==> src/rtl/v_ingress_q.sv <==
// v_ingress_q: staging FIFO in front of the v core.
// Buffers up to N producer entries and presents them to the core in order.
// Wrap-bit pointers plus an explicit occupancy register drive the status outputs.
module v_ingress_q #(
    parameter int W = 32,
    parameter int N = 4
) (
    input  logic                   clk,
    input  logic                   rst,
    input  logic                   in_vld,
    input  logic [W-1:0]           in_dat,
    output logic                   in_rdy,
    output logic                   out_vld,
    output logic [W-1:0]           out_dat,
    input  logic                   out_rdy,
    output logic [$clog2(N):0]     occ,
    output logic                   full,
    output logic                   empty
);

    localparam int AW = $clog2(N);
    localparam int PW = AW + 1;
    localparam logic [PW-1:0] OCC_FULL = PW'(N);

    logic [W-1:0]  r_mem [N];
    logic [PW-1:0] r_wr_ptr;
    logic [PW-1:0] r_rd_ptr;
    logic [PW-1:0] r_occ;

    logic w_push;
    logic w_pop;
    logic w_full;
    logic w_empty;

    assign w_full  = (r_occ == OCC_FULL);
    assign w_empty = (r_occ == '0);

    assign in_rdy  = rst & ~w_full;
    assign out_vld = ~w_empty;
    assign out_dat = r_mem[r_rd_ptr[AW-1:0]];
    assign occ     = r_occ;
    assign full    = w_full;
    assign empty   = w_empty;

    // Pop is additionally gated by rst so a reset cycle never consumes the head.
    assign w_push = in_vld & in_rdy;
    assign w_pop  = out_vld & out_rdy & rst;

    // Storage write on accepted push; contents are not reset.
    always_ff @(posedge clk) begin
        if (w_push) begin
            r_mem[r_wr_ptr[AW-1:0]] <= in_dat;
        end
    end

    // Pointer and occupancy update with synchronous active-low reset.
    always_ff @(posedge clk) begin
        if (!rst) begin
            r_wr_ptr <= '0;
            r_rd_ptr <= '0;
            r_occ    <= '0;
        end else begin
            if (w_push) begin
                r_wr_ptr <= r_wr_ptr + PW'(1);
            end
            if (w_pop) begin
                r_rd_ptr <= r_rd_ptr + PW'(1);
            end
            case ({w_push, w_pop})
                2'b10:   r_occ <= r_occ + PW'(1);
                2'b01:   r_occ <= r_occ - PW'(1);
                default: r_occ <= r_occ;
            endcase
        end
    end

`ifndef SYNTHESIS
    // Simulation-only consistency checks between occupancy, pointers and handshakes.
    always_ff @(posedge clk) begin
        if (rst) begin
            assert (r_occ <= OCC_FULL) else $error("occ exceeds depth");
            assert (!(w_push && w_full)) else $error("push while full");
            assert (!(w_pop && w_empty)) else $error("pop while empty");
            assert (!(w_full && w_empty)) else $error("full and empty together");
            assert (r_occ == PW'(r_wr_ptr - r_rd_ptr)) else $error("occ disagrees with pointers");
            assert (w_full == ((r_wr_ptr[AW-1:0] == r_rd_ptr[AW-1:0]) &&
                               (r_wr_ptr[AW] != r_rd_ptr[AW])))
                else $error("full disagrees with pointers");
            assert (w_empty == (r_wr_ptr == r_rd_ptr)) else $error("empty disagrees with pointers");
        end
    end
`endif

endmodule

==> config.mk <==
export PLATFORM = sky130hd
export DESIGN_NAME = v_ingress_q
export DESIGN_NICKNAME = d
export VERILOG_FILES = /design/src/rtl/v_ingress_q.sv
export SDC_FILE = /design/constraint.sdc
export NUM_CORES = 1
export LEC_CHECK = 0
export ABC_AREA = 0
export BUFFER_PORTS_ARGS = -buffer_cell sky130_fd_sc_hd__buf_2
export CAP_MARGIN = 15
export CORE_MARGIN = 1.5
export CORE_UTILIZATION = 45
export CTS_BUF_LIST = sky130_fd_sc_hd__clkbuf_8
export DETAILED_ROUTE_END_ITERATION = 8
export GPL_ROUTABILITY_DRIVEN = 0
export PLACE_DENSITY = 0.68
export SKIP_LAST_GASP = 1
export SLEW_MARGIN = 20
export SYNTH_ARGS = -nofsm -noshare
export SYNTH_HDL_FRONTEND = slang
export SYNTH_SLANG_ARGS = --single-unit
==> constraint.sdc <==
create_clock -name clk -period 2.5 [get_ports clk]
set_input_delay 0.5 -clock clk [delete_from_list [all_inputs] [get_ports clk]]
set_output_delay 0.5 -clock clk [all_outputs]
set_load 0.1 [all_outputs]
==> run metrics, run 1 <==
CP arrival=1.86 ns; cts bufs inserted=17; DR DRC count=0; VDD IR max=0.596 mV; status=completed; Post-Synthesis Cell Area=5110 um^2; most common cell after layout, fill and taps aside=edfxtp_1; Final Max Slew Viols=0; Vias/cell=5.11; synth unique cells=23; Crit. End Element=primary output; Fin Hold WS=0.283 ns; worst setup path class=reg -> out; leak pwr=2.11 nW; post-synthesis net count=264; WL met3=530 um; Die Span Y=110 um; asr flop ratio synth=0%; final-layout fill cell count=841; met2 wire length=4.20 mm; first-pass GRT wire length=12.8 mm; via count=2,383; worst-case clock buffer depth=2; setup total negative slack=0 ns; slew margin rel.=65.8%; global route overflow=0; Initial Utilization=46.7%; PD cells=892 nW/um^2; # clock sinks=137; setup bufs post-CTS=0; Highest Signal Layer=met4; gr usage total=15.3%; crit path max fanout=16; largest cells by area after synthesis=edfxtp_1 75%, mux4_2 14%, dfxtp_1 3.5%; n_diodes=0; final hold violations=0; fin crit share=94.6%; Max Cap Viol=0; CTS root buf=clkbuf_8; Cell Rows=38; syn_area_per_cell=23.0 um^2; clock skew=0.0115 ns; Seq/Total Area, Yosys=78.7%; Synth top area share=75.2%; initial antenna violation count=0; DRT Wirelength=8.37 mm; largest net degree at the start of global routing=33; most frequent cells in the layout=128 x edfxtp_1, 73 x buf_2, 32 x mux4_2; vias in the first global route=2,447; Synth warnings=0; clock latency on the worst-skew pair=0.43 ns; HPWL after DPL=5.05 mm; Peak Freq=0.423 GHz; largest area contributor in the netlist=edfxtp_1; die width=110 um; post-route ant nets=0; Post-Synthesis Cells=222; Startpoint Class=register; core box area=10,900 um^2; Total Nets Final=355; Area Growth Syn to Fin=20.7%; Final min period=2.36 ns; synthesis-stage register bit count=137; Main synth FF type=edfxtp_1; actual slew at the worst max-slew pin=0.516 ns; Iter 0 DRT Violations=76; WHS Path Cells=1; CTS clk-pin slew, worst paths=0.08 ns; WL met1=3.55 mm; buffers added on ports=74; routed len/inst=18.0 um; layout cells sized above 1=48.5%; RSZ-0062 raised after global routing=false; Placed Area=5790 um^2; num ports=75; die footprint=12,000 um^2; CTS tree=done; Post-synth EDFFs=128; cell area after layout=6170 um^2; H-tree depth=4; Worst Hold Class=in -> reg; CP required=2.00 ns; DRT Pass-1 Iters=4; final setup fails=0; Register-to-Register Path Depth=9
[cell families after synthesis]
family                   after synthesis  share of synthesized area, %
multiplexers                          34                          14.5
AO/OA/AOI/OAI                          5                         0.661
XOR/XNOR                               4                         0.686
flip-flops                           137                          78.7
buffers and inverters                 18                          1.57
AND/OR/NAND/NOR                       18                          2.23
adder cells (fa/ha/maj)                6                          1.62
[registers in the layout, indices dropped and copies added, names as in the netlist, named ones only]
signal    flops
r_wr_ptr      2
occ           3
r_rd_ptr      2
r_mem       128
[power breakdown]
group	internal (mW)	total, mW	switching (mW)
Clock	0.868	1.66	0.788
Sequential	2.60	2.64	0.0364
Combinational	0.292	1.21	0.918
[worst max-delay path: stages, from the launching register on]
cell and delay (ns):
dfxtp_2 0.37, buf_8 0.22, mux4_2 0.53, buf_2 0.31
[metal layers]
layer / global-route usage, % / vias up
li1: - / 1092
met1: 18.1 / 1219
met2: 24.6 / 62
met3: 6.58 / 10
met4: 6.40 / 0
met5: 0 / -
[synth_stat cells, drive strengths merged, types with 2 or more instances]
cell type,instances
nand2,3
or3,2
inv,9
edfxtp,128
and2,10
and3,2
o21ai,2
mux2i,2
buf,8
dfxtp,9
mux4,32
ha,5
xnor2,3
[what timing repair did]
action,CTS,global route
resized for setup,1,1
endpoints found under the hold margin,0,0
setup endpoints to repair,16,11
hold buffers,0,0
pin swaps,0,0
[final timing paths]
kind / end / slack [ns] / from
worst max register to register: occ[2]$_SDFFE_PN0P_ / 0.21 / occ[0]$_SDFFE_PN0P_
worst max-delay path: out_dat[14] / 0.14 / register
worst min register to register: r_wr_ptr[0]$_SDFFE_PN0P_ / 0.52 / r_wr_ptr[0]$_SDFFE_PN0P_
worst min-delay path: r_mem[2][15]$_DFFE_PP_ / 0.28 / in_dat[15]
[stage by stage]
stage	power, mW	util [%]	instances	setup slack [ns]
6_report	5.51	56.4	466	0.136
5_1_grt	5.73	56.4	466	0.0284
4_1_cts	5.57	56.4	466	0.0430
3_5_place_dp	3.91	53.0	434	0.198
3_3_place_gp	3.90	53.0	434	0.258
2_1_floorplan	3.68	-	222	0.0742
[area by class of cell]
type,count,area (um^2),area share (%)
Sequential cell,137,4040,65.4
Multi-Input combinational cell,67,1030,16.7
Timing Repair Buffer,81,520,8.44
Clock buffer,17,234,3.79
Tap cell,140,175,2.84
Clock inverter,15,138,2.23
Inverter,9,33.8,0.548
(Power assumes the default switching activity.)
==> run 2, diff against run 1 <==
Settings changed: CORE_ASPECT_RATIO set to 0.9, CTS_CLUSTER_SIZE set to 28.
==> run 2 against run 1 <==
Against the previous run: total power grew 6.7%; die area hardly changed; sequential share of layout area fell by 1.4 points; global-route usage up 0.90 points; clock power up 19%; final cell count is 3.0% higher; via count increased by 1.3%; largest power group unchanged; combinational power increased by 3%; highest routed layer unchanged.
==> run metrics, run 2 (synthesis results as in run 1) <==
status=completed; final hold violations=0 (unchanged); PD cells=931 nW/um^2 (+4.4%); CTS clk-pin slew, worst paths=0.07 ns (about the same); Die Span Y=104 um (-5.0%); layout cells sized above 1=48.5% (about the same); CP required=2.00 ns (about the same); Clock Power Share=33.8% (+3.7 points); final setup fails=0 (unchanged); Worst Path Buf+Inv=2 (unchanged); CTS root buf=clkbuf_8; DRT Pass-1 Iters=4 (unchanged); largest net degree at the start of global routing=24 (-27%); via count=2,414 (+1.3%); post-route ant nets=0 (unchanged); VDD IR max=0.482 mV (-19%); Switching Share=30.3% (-1.3 points); num ports=75 (unchanged); Total Nets Final=357 (+0.56%); initial antenna violation count=0 (unchanged); max reg flops=128 (unchanged); H-tree depth=4 (unchanged); Area Growth Syn to Fin=23.4%; sequential standard cell area=4040 um^2 (unchanged); core box area=10,900 um^2 (about the same); Final Max Slew Viols=0 (unchanged); final-layout fill cell count=835 (-0.71%); DR DRC count=0 (unchanged); Crit. End Element=primary output; die width=115 um (+5.3%); cts bufs inserted=17 (unchanged); Max Cap Viol=0 (unchanged); Comb power frac=21.3% (-0.7 points); most frequent cells in the layout=128 x edfxtp_1, 69 x buf_2, 32 x mux4_2; vias in the first global route=2,632 (+7.6%); # clock sinks=137 (unchanged); Tot Pwr=5.87 mW (+6.7%); Peak Freq=0.420 GHz (-0.72%); CP top delay family=multiplexers; sequential share of power=44.9% (-3.0 points); most common cell after layout, fill and taps aside=edfxtp_1; actual slew at the worst max-slew pin=0.519 ns (+0.00335 ns); Vias/cell=5.03 (-1.7%); gr usage total=16.2% (+0.90 points); internal power=4.09 mW (+8.8%); P_sw=1.78 mW (+2.1%); die footprint=12,000 um^2 (about the same); RSZ-0062 raised after global routing=false; leak pwr=2.16 nW (+2.6%); n_diodes=0 (unchanged); Startpoint Class=register; first-pass GRT wire length=13.9 mm (+9.0%); Cell Rows=36 (-5.3%); buffers added on ports=74 (unchanged); CTS tree=done; slew margin rel.=65.6% (-0.22 points); Initial Utilization=46.7% (about the same); clock latency on the worst-skew pair=0.44 ns (about the same); global route overflow=0 (unchanged); hold_buf cts=0 (unchanged); clock skew=0.00754 ns (-0.00399 ns); Worst Hold Class=in -> reg; cells along the critical path=buf_12, mux4_2, buf_2; worst setup path class=reg -> out; Iter 0 DRT Violations=131 (+72%); HPWL after DPL=5.41 mm (+6.9%); CP arrival=1.88 ns (+0.02 ns); worst-case clock buffer depth=2 (unchanged); area of the multi-input gates=1030 um^2 (unchanged); routed len/inst=18.3 um (+1.8%); slowest stage delay, CP=0.55 ns (+0.02 ns); crit path max fanout=20 (+4); cell area after layout=6300 um^2 (+2.2%); fin crit share=95.3% (+0.68 points); Placed Area=5860 um^2 (+1.1%); setup total negative slack=0 ns (unchanged); critical path's slowest cell=mux4_2; Final min period=2.38 ns (+0.0171 ns); DRT Wirelength=8.79 mm (+4.9%)
run 2: changes by cell type in the layout (fill, tap and decap cells not counted), sizes merged:
cell      previous run  this run
clkinv               9         4
clkinvlp             2         3
inv                 11        12
bufinv               2         5
buf                 81        83
run 2: cell type report:
class                           instances  area share, %
Sequential cell                       137           64.1
Tap cell                              152           3.02
Multi-Input combinational cell         67           16.4
Timing Repair Buffer                   83           8.99
Clock inverter                         15           3.33
Inverter                                9          0.536
Clock buffer                           17           3.71
run 2: power by group through the flow:
stage / Clock (mW) / Sequential (mW) / Combinational, mW
after floorplan: 0 / 2.72 / 0.969
after global placement: 0 / 2.68 / 1.25
after detailed placement: 0 / 2.69 / 1.26
after CTS: 2.03 / 2.64 / 1.26
after global routing: 2.11 / 2.65 / 1.30
final: 1.98 / 2.64 / 1.25
run 2: worst paths after layout:
path / cells past startpoint / from / slack (ns) / endpoint
max: 3 / register / 0.12 / out_dat[26]
max reg2reg: 9 / occ[0]$_SDFFE_PN0P_ / 0.17 / occ[2]$_SDFFE_PN0P_
min: 1 / in_dat[19] / 0.27 / r_mem[1][19]$_DFFE_PP_
min reg2reg: 2 / r_wr_ptr[1]$_SDFFE_PN0P_ / 0.51 / r_wr_ptr[1]$_SDFFE_PN0P_
run 2: metrics by stage:
| step | worst slack (ns) | util [%] | cells | hold slack (ns) |
|---|---|---|---|---|
| 6_report | 0.118 | 57.6 | 480 | 0.268 |
| 3_5_place_dp | 0.176 | 53.5 | 448 | 0.501 |
| 2_1_floorplan | 0.0742 | - | 222 | 0.468 |
| 4_1_cts | 0.00684 | 57.6 | 480 | 0.245 |
| 3_3_place_gp | 0.233 | 53.5 | 448 | 0.484 |
| 5_1_grt | 0.0433 | 57.6 | 480 | 0.249 |
run 2: layer usage:
metal,GRT usage (%),vias to the layer above,routed length [um]
li1,-,1097,-
met1,21.0,1233,3920
met2,24.6,66,4210
met5,0,-,0
met4,8.20,0,183
met3,5.24,18,472
run 2: what timing repair did:
item | 4_1_cts | 5_1_grt
setup endpoints to repair | 0 | 12
gates resized for setup | 0 | 1
buffers inserted | 0 | 0
==> run 3, diff against run 2 <==
Settings changed: CAP_MARGIN 15 to 20, PLACE_DENSITY 0.68 to 0.65.
Clock period 2.5 ns to 2.4 ns, I/O delays scaled along.
==> run 3 against run 2 <==
Against the previous run: wire length down 2.7%; critical endpoint is now out_dat[15]; sequential share of layout area shrank 0.93 points; via count fell by 0.17%; largest power group unchanged; total power fell by 0.74%; largest cell class unchanged.
==> run metrics, run 3 (synthesis results as in run 1) <==
status=completed; final hold violations=0 (unchanged); cell area after layout=6400 um^2 (+1.5%); Final min period=2.30 ns; Startpoint Class=register; fin crit share=96.0%; worst setup path class=reg -> out; critical path's slowest cell=mux4_2; leak pwr=2.20 nW (+2.0%); layout cells sized above 1=48.6% (+0.16 points); Final Max Slew Viols=0 (unchanged); post-route ant nets=0 (unchanged); clock skew=0.00884 ns (+0.00129 ns); Die Span Y=104 um (unchanged); Area Growth Syn to Fin=25.2%; Iter 0 DRT Violations=143 (+9.2%); die width=115 um (unchanged); via count=2,410 (-0.17%); max reg flops=128 (unchanged); DR DRC count=0 (unchanged); core box area=10,900 um^2 (unchanged); crit path max fanout=19 (-5.0%); routed len/inst=17.7 um (-3.1%); PD cells=911 nW/um^2 (-2.2%); initial antenna violation count=2 (+2); Max Cap Viol=0 (unchanged); cts bufs inserted=17 (unchanged); Placed Area=6000 um^2 (+2.4%); final setup fails=0 (unchanged); setup total negative slack=0 ns (unchanged); Worst Hold Class=in -> reg; Peak Freq=0.434 GHz; slew margin rel.=67.3% (+1.7 points); most frequent cells in the layout=128 x edfxtp_1, 48 x buf_2, 32 x mux4_2; hold_buf cts=0 (unchanged); vias in the first global route=2,527 (-4.0%); CTS root buf=clkbuf_8; num ports=75 (unchanged); Vias/cell=5.00 (-0.58%); CP arrival=1.82 ns (-0.06 ns); RSZ-0062 raised after global routing=false; # clock sinks=137 (unchanged); buffers added on ports=74 (unchanged); actual slew at the worst max-slew pin=0.494 ns (-0.0252 ns); clock latency on the worst-skew pair=0.42 ns (-0.02 ns); worst-case clock buffer depth=2 (unchanged); die footprint=12,000 um^2 (unchanged); Finished Layout Cells=482 (+0.42%); most common cell after layout, fill and taps aside=edfxtp_1; HPWL after DPL=5.19 mm (-4.0%); gr usage total=15.7% (-0.47 points); Final WS setup=0.0967 ns (-0.0217 ns); CP required=1.92 ns (-0.08 ns); DRT Pass-1 Iters=5 (+1); Placed Cells=449 (+0.22%); H-tree depth=4 (unchanged); Tot Pwr=5.83 mW (-0.74%); largest net degree at the start of global routing=33 (+38%); CTS clk-pin slew, worst paths=0.08 ns (about the same); VDD IR max=0.524 mV (+8.8%); pre-CTS WS=0.211 ns (+0.0347 ns); slowest stage delay, CP=0.52 ns (-0.03 ns); cells along the critical path=buf_12, mux4_2, clkbuf_4; DRT Wirelength=8.55 mm (-2.7%); Cell Rows=36 (unchanged); CTS tree=done; Crit. End Element=primary output; Initial Utilization=46.7% (unchanged); global route overflow=0 (unchanged); first-pass GRT wire length=13.5 mm (-2.9%); Total Nets Final=358 (+0.28%)
-- run 3: repair_timing --
action / CTS / global route
hold endpoints to repair: 0 / 0
endpoints found under the setup margin: 2 / 12
buffers inserted: 0 / 0
cloned: 0 / 0
resized for setup: 1 / 16
-- run 3: metal layers --
metal | wire length (um) | track usage, %
met1 | 3770 | 19.9
met2 | 4130 | 24.2
met3 | 519 | 6.53
met4 | 116 | 6.08
met5 | 7 | 0
-- run 3: worst paths after layout --
path | cells past startpoint | slack (ns) | from | end
min | 1 | 0.27 | in_dat[25] | r_mem[1][25]$_DFFE_PP_
max | 3 | 0.1 | register | out_dat[15]
min reg2reg | 2 | 0.51 | r_wr_ptr[1]$_SDFFE_PN0P_ | r_wr_ptr[1]$_SDFFE_PN0P_
max reg2reg | 9 | 0.18 | occ[0]$_SDFFE_PN0P_ | occ[2]$_SDFFE_PN0P_
-- run 3: cell type report --
cell class / instances / area, um^2
inverters: 9 / 33.8
clock buffers: 20 / 275
fillers: 840 / 4550
multi-input cells: 67 / 1030
well taps: 152 / 190
repair buffers: 84 / 739
flip-flops and latches: 137 / 4040
diodes: 1 / 2.50
clock inverters: 12 / 86.3
-- run 3: worst max-delay path, delay by kind of cell (launching register included) --
family,cells,cell delay (ns)
buffers and inverters,2,0.50
flip-flops,1,0.37
multiplexers,1,0.52
-- run 3: through the flow --
stage          hold WS (ns)  util [%]
2_1_floorplan         0.468         -
3_3_place_gp          0.486      54.8
3_5_place_dp          0.500      54.8
4_1_cts               0.239      58.1
5_1_grt               0.231      58.4
6_report              0.266      58.4
-- run 3: where the power goes --
group	switching, mW	internal [mW]	leakage (nW)
clock network	0.802	0.878	0.203
logic	0.981	0.418	0.761
registers	0.0362	2.71	1.24
total	1.82	4.01	2.20
